$ cat src/rtl/ball_pool_pkg.sv
// Screen constants and shared widths for the projectile pool.
// Imported by the pool interface, the slot and the pool top.
package ball_pool_pkg;

    localparam int unsigned X_W           = 7;
    localparam int unsigned Y_W           = 6;
    localparam int unsigned SCREEN_W      = 96;
    localparam int unsigned DEFAULT_SLOTS = 12;
    localparam int unsigned HIT_W         = 4;

    typedef logic [X_W-1:0] x_t;

endpackage

$ cat src/rtl/ball_pool_if.sv
// Control and display bundle between a projectile pool and its game logic.
interface ball_pool_if
    import ball_pool_pkg::*;
#(
    parameter int unsigned SLOTS = DEFAULT_SLOTS
);

    logic                   move_en;
    logic                   shoot;
    logic                   shooter_alive;
    logic                   clear;
    logic [SLOTS-1:0]       ball_en;
    logic [X_W*SLOTS-1:0]   ball_x;
    logic                   hit_pulse;
    logic [HIT_W-1:0]       hit_count;
    logic                   drop_pulse;

    modport master (
        output move_en, shoot, shooter_alive, clear,
        input  ball_en, ball_x, hit_pulse, hit_count, drop_pulse
    );

    modport slave (
        input  move_en, shoot, shooter_alive, clear,
        output ball_en, ball_x, hit_pulse, hit_count, drop_pulse
    );

endinterface

$ cat src/rtl/ball_slot.sv
// One projectile slot: active flag, column, and the retire-at-target decision.
module ball_slot
    import ball_pool_pkg::*;
#(
    parameter x_t          START_X   = 7'd11,
    parameter x_t          TARGET_X  = 7'd74,
    parameter bit          DIR_RIGHT = 1'b1,
    parameter int unsigned STEP      = 1
) (
    input  logic clk,
    input  logic reset,
    input  logic clear,
    input  logic move_en,
    input  logic load,
    output logic en,
    output x_t   x,
    output logic retire
);

    // Compare one bit wider so the sum/threshold never wraps.
    logic [X_W:0] x_ext;
    logic [X_W:0] step_ext;
    logic [X_W:0] tgt_ext;
    logic         at_target;

    assign x_ext    = {1'b0, x};
    assign step_ext = (X_W + 1)'(STEP);
    assign tgt_ext  = {1'b0, TARGET_X};

    always_comb begin
        at_target = 1'b0;
        if (DIR_RIGHT) at_target = (x_ext + step_ext) >= tgt_ext;
        else           at_target = x_ext <= (tgt_ext + step_ext);
    end

    assign retire = en && move_en && at_target && !clear;

    always_ff @(posedge clk) begin
        if (reset) begin
            en <= 1'b0;
            x  <= '0;
        end else if (clear) begin
            en <= 1'b0;
        end else if (en && move_en) begin
            if (at_target)      en <= 1'b0;
            else if (DIR_RIGHT) x  <= x + X_W'(STEP);
            else                x  <= x - X_W'(STEP);
        end else if (load) begin
            en <= 1'b1;
            x  <= START_X;
        end
    end

endmodule

$ cat src/rtl/ball_pool.sv
// Fixed pool of projectile slots: edge-detected launch with cooldown,
// lowest-free-slot allocation, per-tick movement and registered hit/drop pulses.
module ball_pool
    import ball_pool_pkg::*;
#(
    parameter int unsigned SLOTS     = DEFAULT_SLOTS,
    parameter x_t          START_X   = 7'd11,
    parameter x_t          TARGET_X  = 7'd74,
    parameter bit          DIR_RIGHT = 1'b1,
    parameter int unsigned STEP      = 1,
    parameter int unsigned COOLDOWN  = 8
) (
    input  logic       clk_50Hz,
    input  logic       reset,
    ball_pool_if.slave bus
);

    localparam int unsigned CD_W = (COOLDOWN > 2) ? $clog2(COOLDOWN) : 1;

    logic                 shoot_q;
    logic [CD_W-1:0]      cooldown;
    logic                 shoot_edge;
    logic                 accept;
    logic                 free_found;
    logic [SLOTS-1:0]     free_onehot;
    logic [SLOTS-1:0]     slot_en;
    logic [SLOTS-1:0]     slot_retire;
    logic [SLOTS-1:0]     slot_load;
    logic [X_W*SLOTS-1:0] slot_x;
    logic [HIT_W-1:0]     hits;
    logic [HIT_W-1:0]     hit_count_q;
    logic                 hit_pulse_q;
    logic                 drop_pulse_q;

    assign shoot_edge = bus.shoot && !shoot_q;
    assign accept     = shoot_edge && (cooldown == '0) && bus.shooter_alive && !bus.clear;

    // A slot retiring this cycle still reads en = 1 here, so it cannot be reused yet.
    always_comb begin
        free_onehot = '0;
        free_found  = 1'b0;
        for (int unsigned i = 0; i < SLOTS; i++) begin
            if (!slot_en[i] && !free_found) begin
                free_onehot[i] = 1'b1;
                free_found     = 1'b1;
            end
        end
    end

    always_comb begin
        hits = '0;
        for (int unsigned i = 0; i < SLOTS; i++) begin
            hits = hits + HIT_W'(slot_retire[i]);
        end
    end

    assign slot_load = (accept && free_found) ? free_onehot : '0;

    for (genvar g = 0; g < SLOTS; g++) begin : g_slot
        ball_slot #(
            .START_X   (START_X),
            .TARGET_X  (TARGET_X),
            .DIR_RIGHT (DIR_RIGHT),
            .STEP      (STEP)
        ) u_slot (
            .clk     (clk_50Hz),
            .reset   (reset),
            .clear   (bus.clear),
            .move_en (bus.move_en),
            .load    (slot_load[g]),
            .en      (slot_en[g]),
            .x       (slot_x[X_W*g +: X_W]),
            .retire  (slot_retire[g])
        );
    end

    always_ff @(posedge clk_50Hz) begin
        if (reset) begin
            shoot_q      <= 1'b0;
            cooldown     <= '0;
            hit_count_q  <= '0;
            hit_pulse_q  <= 1'b0;
            drop_pulse_q <= 1'b0;
        end else if (bus.clear) begin
            shoot_q      <= 1'b0;
            cooldown     <= '0;
            hit_count_q  <= '0;
            hit_pulse_q  <= 1'b0;
            drop_pulse_q <= 1'b0;
        end else begin
            shoot_q      <= bus.shoot;
            hit_count_q  <= hits;
            hit_pulse_q  <= (hits != '0);
            drop_pulse_q <= accept && !free_found;
            // A dropped request leaves the cooldown idle so the player can retry at once.
            if (accept && free_found) cooldown <= CD_W'(COOLDOWN - 1);
            else if (cooldown != '0)  cooldown <= cooldown - 1'b1;
        end
    end

    assign bus.ball_en    = slot_en;
    assign bus.ball_x     = slot_x;
    assign bus.hit_count  = hit_count_q;
    assign bus.hit_pulse  = hit_pulse_q;
    assign bus.drop_pulse = drop_pulse_q;

endmodule

$ cat src/flat_wrapper.sv
// flat-port wrapper written by rule: the top's interface ports become plain ports
module ball_pool_flat import ball_pool_pkg::*;
#(
    parameter int unsigned SLOTS     = DEFAULT_SLOTS,
    parameter x_t          START_X   = 7'd11,
    parameter x_t          TARGET_X  = 7'd74,
    parameter bit          DIR_RIGHT = 1'b1,
    parameter int unsigned STEP      = 1,
    parameter int unsigned COOLDOWN  = 8
)
  (clk_50Hz, reset, bus_move_en, bus_shoot, bus_shooter_alive, bus_clear, bus_ball_en, bus_ball_x, bus_hit_pulse, bus_hit_count, bus_drop_pulse);
  ball_pool_if #(.SLOTS(SLOTS)) bus_i ();
  input  logic clk_50Hz;
  input  logic reset;
  input wire logic [$bits(bus_i.move_en)-1:0] bus_move_en;
  input wire logic [$bits(bus_i.shoot)-1:0] bus_shoot;
  input wire logic [$bits(bus_i.shooter_alive)-1:0] bus_shooter_alive;
  input wire logic [$bits(bus_i.clear)-1:0] bus_clear;
  output wire logic [$bits(bus_i.ball_en)-1:0] bus_ball_en;
  output wire logic [$bits(bus_i.ball_x)-1:0] bus_ball_x;
  output wire logic [$bits(bus_i.hit_pulse)-1:0] bus_hit_pulse;
  output wire logic [$bits(bus_i.hit_count)-1:0] bus_hit_count;
  output wire logic [$bits(bus_i.drop_pulse)-1:0] bus_drop_pulse;
  assign bus_i.move_en = bus_move_en;
  assign bus_i.shoot = bus_shoot;
  assign bus_i.shooter_alive = bus_shooter_alive;
  assign bus_i.clear = bus_clear;
  assign bus_ball_en = bus_i.ball_en;
  assign bus_ball_x = bus_i.ball_x;
  assign bus_hit_pulse = bus_i.hit_pulse;
  assign bus_hit_count = bus_i.hit_count;
  assign bus_drop_pulse = bus_i.drop_pulse;
  ball_pool #(.SLOTS(SLOTS), .START_X(START_X), .TARGET_X(TARGET_X), .DIR_RIGHT(DIR_RIGHT), .STEP(STEP), .COOLDOWN(COOLDOWN)) u_core (.clk_50Hz(clk_50Hz), .reset(reset), .bus(bus_i));
endmodule
$ cat config.mk
export PLATFORM = sky130hd
export DESIGN_NAME = ball_pool_flat
export DESIGN_NICKNAME = d
export VERILOG_FILES = /design/src/rtl/ball_pool_pkg.sv /design/src/rtl/ball_pool_if.sv /design/src/rtl/ball_slot.sv /design/src/rtl/ball_pool.sv /design/src/flat_wrapper.sv
export SDC_FILE = /design/constraint.sdc
export NUM_CORES = 1
export LEC_CHECK = 0
export CELL_PAD_IN_SITES_DETAIL_PLACEMENT = 1
export CELL_PAD_IN_SITES_GLOBAL_PLACEMENT = 2
export CORE_AREA = 10 10 180 182
export CTS_CLUSTER_DIAMETER = 150
export DETAILED_ROUTE_END_ITERATION = 8
export DIE_AREA = 0 0 190 192
export PLACE_DENSITY_LB_ADDON = 0.1
export SYNTH_ARGS = -nofsm -noshare
export SYNTH_HDL_FRONTEND = slang
export SYNTH_HIERARCHICAL = 1
export SYNTH_SLANG_ARGS = --single-unit
$ cat constraint.sdc
create_clock -name clk_50Hz -period 5.2 [get_ports clk_50Hz]
set_input_delay 1.04 -clock clk_50Hz [delete_from_list [all_inputs] [get_ports clk_50Hz]]
set_output_delay 1.04 -clock clk_50Hz [all_outputs]
set_load 0.1 [all_outputs]
==> results of run 1 <==
-- logic make-up (layout without fill, tap and decap cells) --
kind of cell	count (synthesis)	after routing	synth area share, %
fa+ha+maj	37	37	5.51
simple gates	529	529	37.2
mux	14	14	1.67
flops	106	106	22.7
compound gates	210	210	25.6
xor+xnor	14	14	1.31
buf+inv	97	213	5.98
-- repair_timing --
item,CTS,global route
pin swaps,0,3
buffers inserted,0,3
endpoints found under the setup margin,1,3
gates resized for setup,2,17
-- sequential cells by signal, indices dropped and copies added (netlist names) --
signal	flops
u_core/bus.hit_pulse	1
u_core/g_slot.u_slot/en	12
u_core/cooldown	3
u_core/shoot_q	1
u_core/bus.hit_count	4
u_core/g_slot.u_slot/x	84
u_core/bus.drop_pulse	1
-- final cells by class --
cell class,count,area share (%)
multi-input cells,804,59.9
clock buffers,11,2.24
flip-flops and latches,106,19.4
well taps,384,4.25
inverters,58,1.93
clock inverters,5,0.531
repair buffers,139,11.7
-- cell usage after synthesis (all sizes together) --
cell,n
o311ai,24
nor3b,25
clkbuf,13
and2,13
a221oi,12
nor4b,13
dfxtp,106
a41oi,1
o221ai,12
nor3,62
nand3,38
nand2b,2
a221o,12
buf,26
a211oi,12
ha,30
a21oi,25
xor2,1
a2111oi,24
or2,26
o211a,12
and3,36
nand2,64
nor2b,1
a311oi,12
nor4,9
mux2i,1
mux2,13
nand4,38
nor2,104
fa,7
a21o,1
or3,48
a31oi,12
nand3b,49
inv,58
xnor2,13
and4bb,1
o21ai,48
o22ai,3
-- layer usage --
metal	wire, um	part of all wire (%)	track usage, %
met2	13500	47	25.3
met3	944	3.3	2.45
met1	14200	49	21.1
met5	0	0	0
met4	295	1.0	4.27
-- final timing paths --
check,startpoint,end,cells past startpoint,slack [ps]
worst max-delay path,u_core/g_slot[9].u_slot/x[0],u_core/bus.hit_pulse,18,190
worst min-delay path,u_core/g_slot[0].u_slot/x[5],u_core/g_slot[0].u_slot/x[5],2,540
worst max register to register,u_core/g_slot[9].u_slot/x[0],u_core/bus.hit_pulse,18,190
worst min register to register,u_core/g_slot[0].u_slot/x[5],u_core/g_slot[0].u_slot/x[5],2,540
-- critical path, delay by kind of cell, from the launching register on --
kind	cells	cell delay [ps]
adder cells (fa/ha/maj)	7	2680
AO/OA/AOI/OAI	3	680
buffers and inverters	3	170
XOR/XNOR	2	320
AND/OR/NAND/NOR	3	660
flip-flops	1	390
-- layout by cell type (no fill, tap or decap), types with 25 or more instances in the layout --
master,n
inv_1,58
buf_4,32
nand4_1,25
nand2_1,62
nand3b_1,25
dfxtp_1,70
nand3_1,38
a21oi_1,25
or3_1,48
clkdlybuf4s50_1,105
nor2_1,104
nor3_1,62
-- report_power, final --
part	switching [mW]	total, mW	internal [mW]
registers	0.00407	0.814	0.810
clock network	0.344	0.748	0.404
logic	0.0877	0.126	0.0379
==> run_results.csv, run 1 <==
group,metric,value,unit
worst_setup_path,cp_cell_sequence,"ha_2 > xnor2_1 > nand3b_2 > o311ai_4 > a221oi_4 > or2_4 > nor3b_2 > fa_1 > inv_1 > fa_1 > fa_1 > fa_1 > inv_1 > ha_1 > inv_1 > fa_1 > xor2_2 > a41oi_1",
finish,seq_area,2200,um2
placed_design,placed_cell_area,10900,um2
placed_design,gp_congestion,0.785,
routing,vias_per_cell,5.50,
hold_path,hold_class,"reg2reg",
clock_tree,ctsHoldBuffers,0,
placed_design,dpl.hpwl,21700,um
sta,fin_crit,5010,ps
sta,timing.final.max_slew_violations,0,
global_route,grt_pass1_wl,47700,um
sta,setup_slack,189,ps
sta,fmax,200,MHz
worst_setup_path,cp_max_fo,7,
finish,fillers,3287,
synthesis,synth_top_area_cell,"dfxtp_1",
power,power_density,149,nW/um2
sta,worstMarginPinSlew,1050,ps
finish,postLayoutCellArea,11300,um2
floorplan,die_x,190,um
clock_tree,clock_path_buffers,2,
placed_design,dp.cells,1488,
routing,drt_iter0_markers,352,
routing,vias,8290,
worst_setup_path,crit_top_cell,"fa_1",
floorplan,rows,62,
finish,drive_above_1_share,22.9,%
power,totalPowerFinal,1.69,mW
worst_setup_path,crit_arrival,5290,ps
power,ir_drop,0.126,mV
routing,drtPass1Iterations,5,
synthesis,synth_area_leaders,"dfxtp_1 23%, nor2_1 4.2%, ha_1 4.0%, a2111oi_4 3.5%, a221oi_4 3.4%",
floorplan,core,28600,um2
worst_setup_path,cp_slowest_cell,"fa_1",
global_route,antenna_found_initial,0,
synthesis,synth_seq_cells,106,
sta,worst_hold_slack,538,ps
worst_setup_path,critical_path_required,5480,ps
worst_setup_path,setup.worst_path.start_class,"flop",
clock_tree,clk_latency,360,ps
clock_tree,clock-sinks,106,
clock_tree,cts_buffers,9,
floorplan,start_util,32.7,%
finish,multi_input_area,6780,um2
worst_setup_path,cp-end-kind,"flop",
sta,fin_tns_setup,0,ps
sta,relSlewSlack,29.7,%
routing,wl,28900,um
floorplan,die_h,192,um
sta,period_share,96.4,%
synthesis,synth_area,9350,um2
worst_setup_path,crit_type,"reg2reg",
clock_tree,clk_pin_slew,80,ps
finish,area_delta_synth_final,20.9,%
finish,postLayoutCoreUtil,39.5,%
finish,diodes,0,
sta,setup_violations,0,
synthesis,yosysSeqAreaShare,22.7,%
synthesis,synth_cells,1007,
sta,hold_viol,0,
synthesis,synth.distinct_cells,53,
synthesis,ys_warn_count,6,
floorplan,die_area,36500,um2
synthesis,syn_nets,1050,
finish,finalNonFillerCells,1507,
global_route,overflow,0,
global_route,grt_max_degree,70,
sta,clock_skew,13.3,ps
routing,detail-route-antenna-nets,0,
synthesis,post_synth.cell_area_avg,9.29,um2
routing,wire_per_inst,19.2,um
floorplan,pin_count,108,
placed_design,place_ws,-0.740,ps
routing,drt_drc_violations_left,0,
clock_tree,cts_root_buf,"clkbuf_16",
global_route,grt_pass1_vias,8642,
finish,final_nets,1161,
flow_run,drv_cap,0,
placed_design,io_buffers,107,
outcome,status,"completed",
clock_tree,htree_levels,3,
worst_setup_path,slowest_delay,510,ps
power,p_leak,4.00,nW
global_route,grtUsageTotal,15.6,%
synthesis,synth_top_cell_area_share,22.7,%
clock_tree,cts_tree,"yes",
No activity file was read; power rests on OpenSTA's default activity.
==> run 2, diff against run 1 <==
--- a/config.mk
+++ b/config.mk
@@ -7,12 +7,11 @@
 export LEC_CHECK = 0
 export CELL_PAD_IN_SITES_DETAIL_PLACEMENT = 1
 export CELL_PAD_IN_SITES_GLOBAL_PLACEMENT = 2
-export CORE_AREA = 10 10 180 182
+export CORE_AREA = 10 10 169 171
 export CTS_CLUSTER_DIAMETER = 150
 export DETAILED_ROUTE_END_ITERATION = 8
-export DIE_AREA = 0 0 190 192
+export DIE_AREA = 0 0 179 181
 export PLACE_DENSITY_LB_ADDON = 0.1
 export SYNTH_ARGS = -nofsm -noshare
 export SYNTH_HDL_FRONTEND = slang
-export SYNTH_HIERARCHICAL = 1
 export SYNTH_SLANG_ARGS = --single-unit
==> run 2 against run 1 <==
Net effect:
- sequential power rose by 0.5%
- clock power fell by 2%
- die area fell by 11%
- via count fell by 14%
- core utilization fell by 3.7 points
- synthesized cell count fell by 11%
- hold slack got worse by 18 ps
- sequential cell count did not move
- critical path depth did not move
- synthesized area fell by 23%
==> run_results.csv, run 2 <==
group,metric,value,unit
outcome,status,"completed",
synthesis,synth.distinct_cells,81,
routing,vias_per_cell,5.41,
finish,final_nets,1030,
power,ir_drop,0.153,mV
worst_setup_path,slowest_delay,570,ps
synthesis,synth_edf_count,0,
worst_setup_path,crit_type,"reg2reg",
placed_design,io_buffers,107,
power,p_leak,2.98,nW
clock_tree,clock-sinks,106,
synthesis,synth_cells,892,
sta,fmax,204,MHz
finish,largest_reg_flops,84,
clock_tree,cts_buffers,9,
finish,postLayoutCellArea,8960,um2
sta,worstMarginPinSlew,1060,ps
floorplan,rows,58,
routing,drt_drc_violations_left,0,
synthesis,synth_top_area_cell,"dfxtp_1",
sta,fin_crit,4910,ps
routing,vias,7156,
synthesis,ys_warn_count,0,
clock_tree,clock_path_buffers,2,
finish,diodes,0,
routing,drt_iter0_markers,296,
floorplan,die_x,179,um
worst_setup_path,endpoint,"u_core.bus.hit_pulse",
finish,area_delta_synth_final,24.8,%
floorplan,core,25000,um2
placed_design,gp_congestion,0.784,
global_route,grtUsageTotal,15.7,%
worst_setup_path,cp_max_fo,7,
global_route,antenna_found_initial,0,
worst_setup_path,cp_slowest_cell,"fa_1",
routing,drtPass1Iterations,4,
synthesis,synth_area_leaders,"dfxtp_1 30%, ha_1 5.2%, a21oi_1 3.7%, nand3_1 3.5%, o21ai_0 3.4%",
synthesis,yosysSeqAreaShare,29.6,%
worst_setup_path,reg2reg_from,"u_core.g_slot[0].u_slot.x[1]",
floorplan,die_h,181,um
global_route,grt_pass1_vias,7264,
finish,drive_above_1_share,9.07,%
clock_tree,htree_levels,3,
finish,fillers,2988,
routing,detail-route-antenna-nets,0,
global_route,grt_max_degree,46,
routing,wire_per_inst,19.4,um
routing,wl,25700,um
clock_tree,cts_root_buf,"clkbuf_16",
hold_path,hold_class,"reg2reg",
synthesis,async_reset_ff_share,0,%
floorplan,start_util,28.7,%
worst_setup_path,critical_path_required,5410,ps
worst_setup_path,crit_arrival,5130,ps
power,power_density,184,nW/um2
synthesis,synth_area,7180,um2
synthesis,synth.most_common_cell,"dfxtp_1",
worst_setup_path,rr_worst_depth,18,
placed_design,place_ws,-103,ps
synthesis,synth_seq_cells,106,
sta,relSlewSlack,29.1,%
clock_tree,clk_latency,370,ps
sta,setup_violations,0,
floorplan,pin_count,108,
sta,rsz0062_at_grt,"false",
finish,seq_area,2140,um2
worst_setup_path,setup.worst_path.start_class,"flop",
sta,timing.final.max_slew_violations,0,
worst_setup_path,cp_cell_sequence,"inv_1 > ha_1 > or3b_2 > a21oi_2 > a211oi_1 > o21a_1 > and3_1 > ha_1 > inv_1 > fa_1 > fa_1 > inv_1 > fa_1 > fa_2 > inv_1 > fa_1 > xor2_1 > a41oi_1",
synthesis,syn_nets,935,
flow_run,drv_cap,0,
sta,period_share,94.5,%
placed_design,dpl.hpwl,19000,um
synthesis,post_synth.cell_area_avg,8.05,um2
placed_design,placed_cell_area,8640,um2
sta,worst_hold_slack,519,ps
worst_setup_path,startpoint,"u_core.g_slot[0].u_slot.x[1]",
finish,regMostFlops,"u_core.g_slot.u_slot.x",
worst_setup_path,regToRegSetupSlack,290,ps
clock_tree,clk_pin_slew,80,ps
worst_setup_path,r2r_end,"u_core.bus.hit_pulse",
clock_tree,post_cts_buffers,0,
global_route,overflow,0,
synthesis,synth_top_cell_area_share,29.6,%
sta,clock_skew,12.5,ps
synthesis,ys_top_cells_by_count,"106 x dfxtp_1, 63 x nand2_1, 59 x nor2_1",
sta,hold_viol,0,
floorplan,die_area,32400,um2
synthesis,synthFlopType,"dfxtp_1",
worst_setup_path,cp-end-kind,"flop",
finish,layout_commonest_cell,"clkdlybuf4s50_1",
sta,setup_slack,288,ps
finish,layout_common_cells,"106 x clkdlybuf4s50_1, 96 x dfxtp_1, 63 x nand2_1, 59 x nor2_1, 52 x a21oi_1",
finish,multi_input_area,4650,um2
clock_tree,cts_tree,"yes",
global_route,grt_pass1_wl,41500,um
## run 2: changes by cell type after synthesis, moves of 25 or more
cell and change:
or3_1 -42, buf_6 -25, nor3_1 -27, nor2_1 -45, o21ai_0 +25, a21oi_1 +28
## run 2: how the worst min path moves through the flow
| stage | from | end | slack (ps) | cells after the start |
|---|---|---|---|---|
| 4_1_cts | u_core.g_slot[10].u_slot.x[6] | u_core.g_slot[10].u_slot.x[6] | 530 | 2 |
| 5_1_grt | u_core.g_slot[0].u_slot.x[0] | u_core.g_slot[0].u_slot.x[0] | 540 | 1 |
| 3_3_place_gp | u_core.g_slot[10].u_slot.x[5] | u_core.g_slot[10].u_slot.x[5] | 500 | 2 |
| 3_5_place_dp | u_core.g_slot[10].u_slot.x[4] | u_core.g_slot[10].u_slot.x[4] | 520 | 2 |
| 6_report | u_core.g_slot[10].u_slot.x[6] | u_core.g_slot[10].u_slot.x[6] | 520 | 2 |
| 2_1_floorplan | u_core.g_slot[10].u_slot.en | u_core.bus.drop_pulse | 480 | 2 |
## run 2: worst max-delay path: cells and delay by family, from the launching register on
family                   cells  cell delay (ps)
adder cells (fa/ha/maj)      7             2750
buffers and inverters        4              200
AO/OA/AOI/OAI                4              600
flip-flops                   1              380
XOR/XNOR                     1              180
AND/OR/NAND/NOR              2              630
## run 2: routing by layer
metal	track usage, %	routed length, um	up-vias	share of wire [%]
li1	-	-	3551	-
met1	20.3	12100	3485	47
met2	26.5	12300	108	48
met3	2.73	973	12	3.8
met4	3.70	285	0	1.1
met5	0	0	-	0
## run 2: final cells by class
class / count / share of cell area, %
sequential: 106 / 23.8
tap: 330 / 4.61
timing repair buffer: 136 / 14.3
multi-input combinational: 688 / 51.9
inverter: 46 / 1.93
clock buffer: 9 / 2.51
clock inverter: 7 / 0.852
## run 2: logic make-up (layout without fill, tap and decap cells)
family / Yosys count / count (layout) / synth area share, %
simple gates: 349 / 349 / 26.7
fa+ha+maj: 37 / 37 / 7.18
mux: 13 / 13 / 1.88
compound gates: 262 / 262 / 25.5
xor+xnor: 27 / 27 / 3.29
buf+inv: 98 / 198 / 5.91
flops: 106 / 106 / 29.6
## run 2: where the power goes
| part | internal, mW | leakage [nW] | switching (mW) |
|---|---|---|---|
| Clock | 0.379 | 0.148 | 0.354 |
| Sequential | 0.814 | 0.859 | 0.00417 |
| Combinational | 0.0271 | 1.97 | 0.0693 |
## run 2: timing repair
item,4_1_cts,5_1_grt
setup endpoints to repair,0,4
hold buffers,0,0
resized for setup,0,5
## run 2: per-stage QoR
step	instances	utilization, %	TNS (ps)	power, mW
3_5_place_dp	1306	34.5	-159	0.935
3_3_place_gp	1306	34.5	-51.9	0.934
5_1_grt	1322	35.8	0	1.71
4_1_cts	1322	35.7	0	1.68
6_report	1322	35.8	0	1.65
2_1_floorplan	892	-	0	0.898
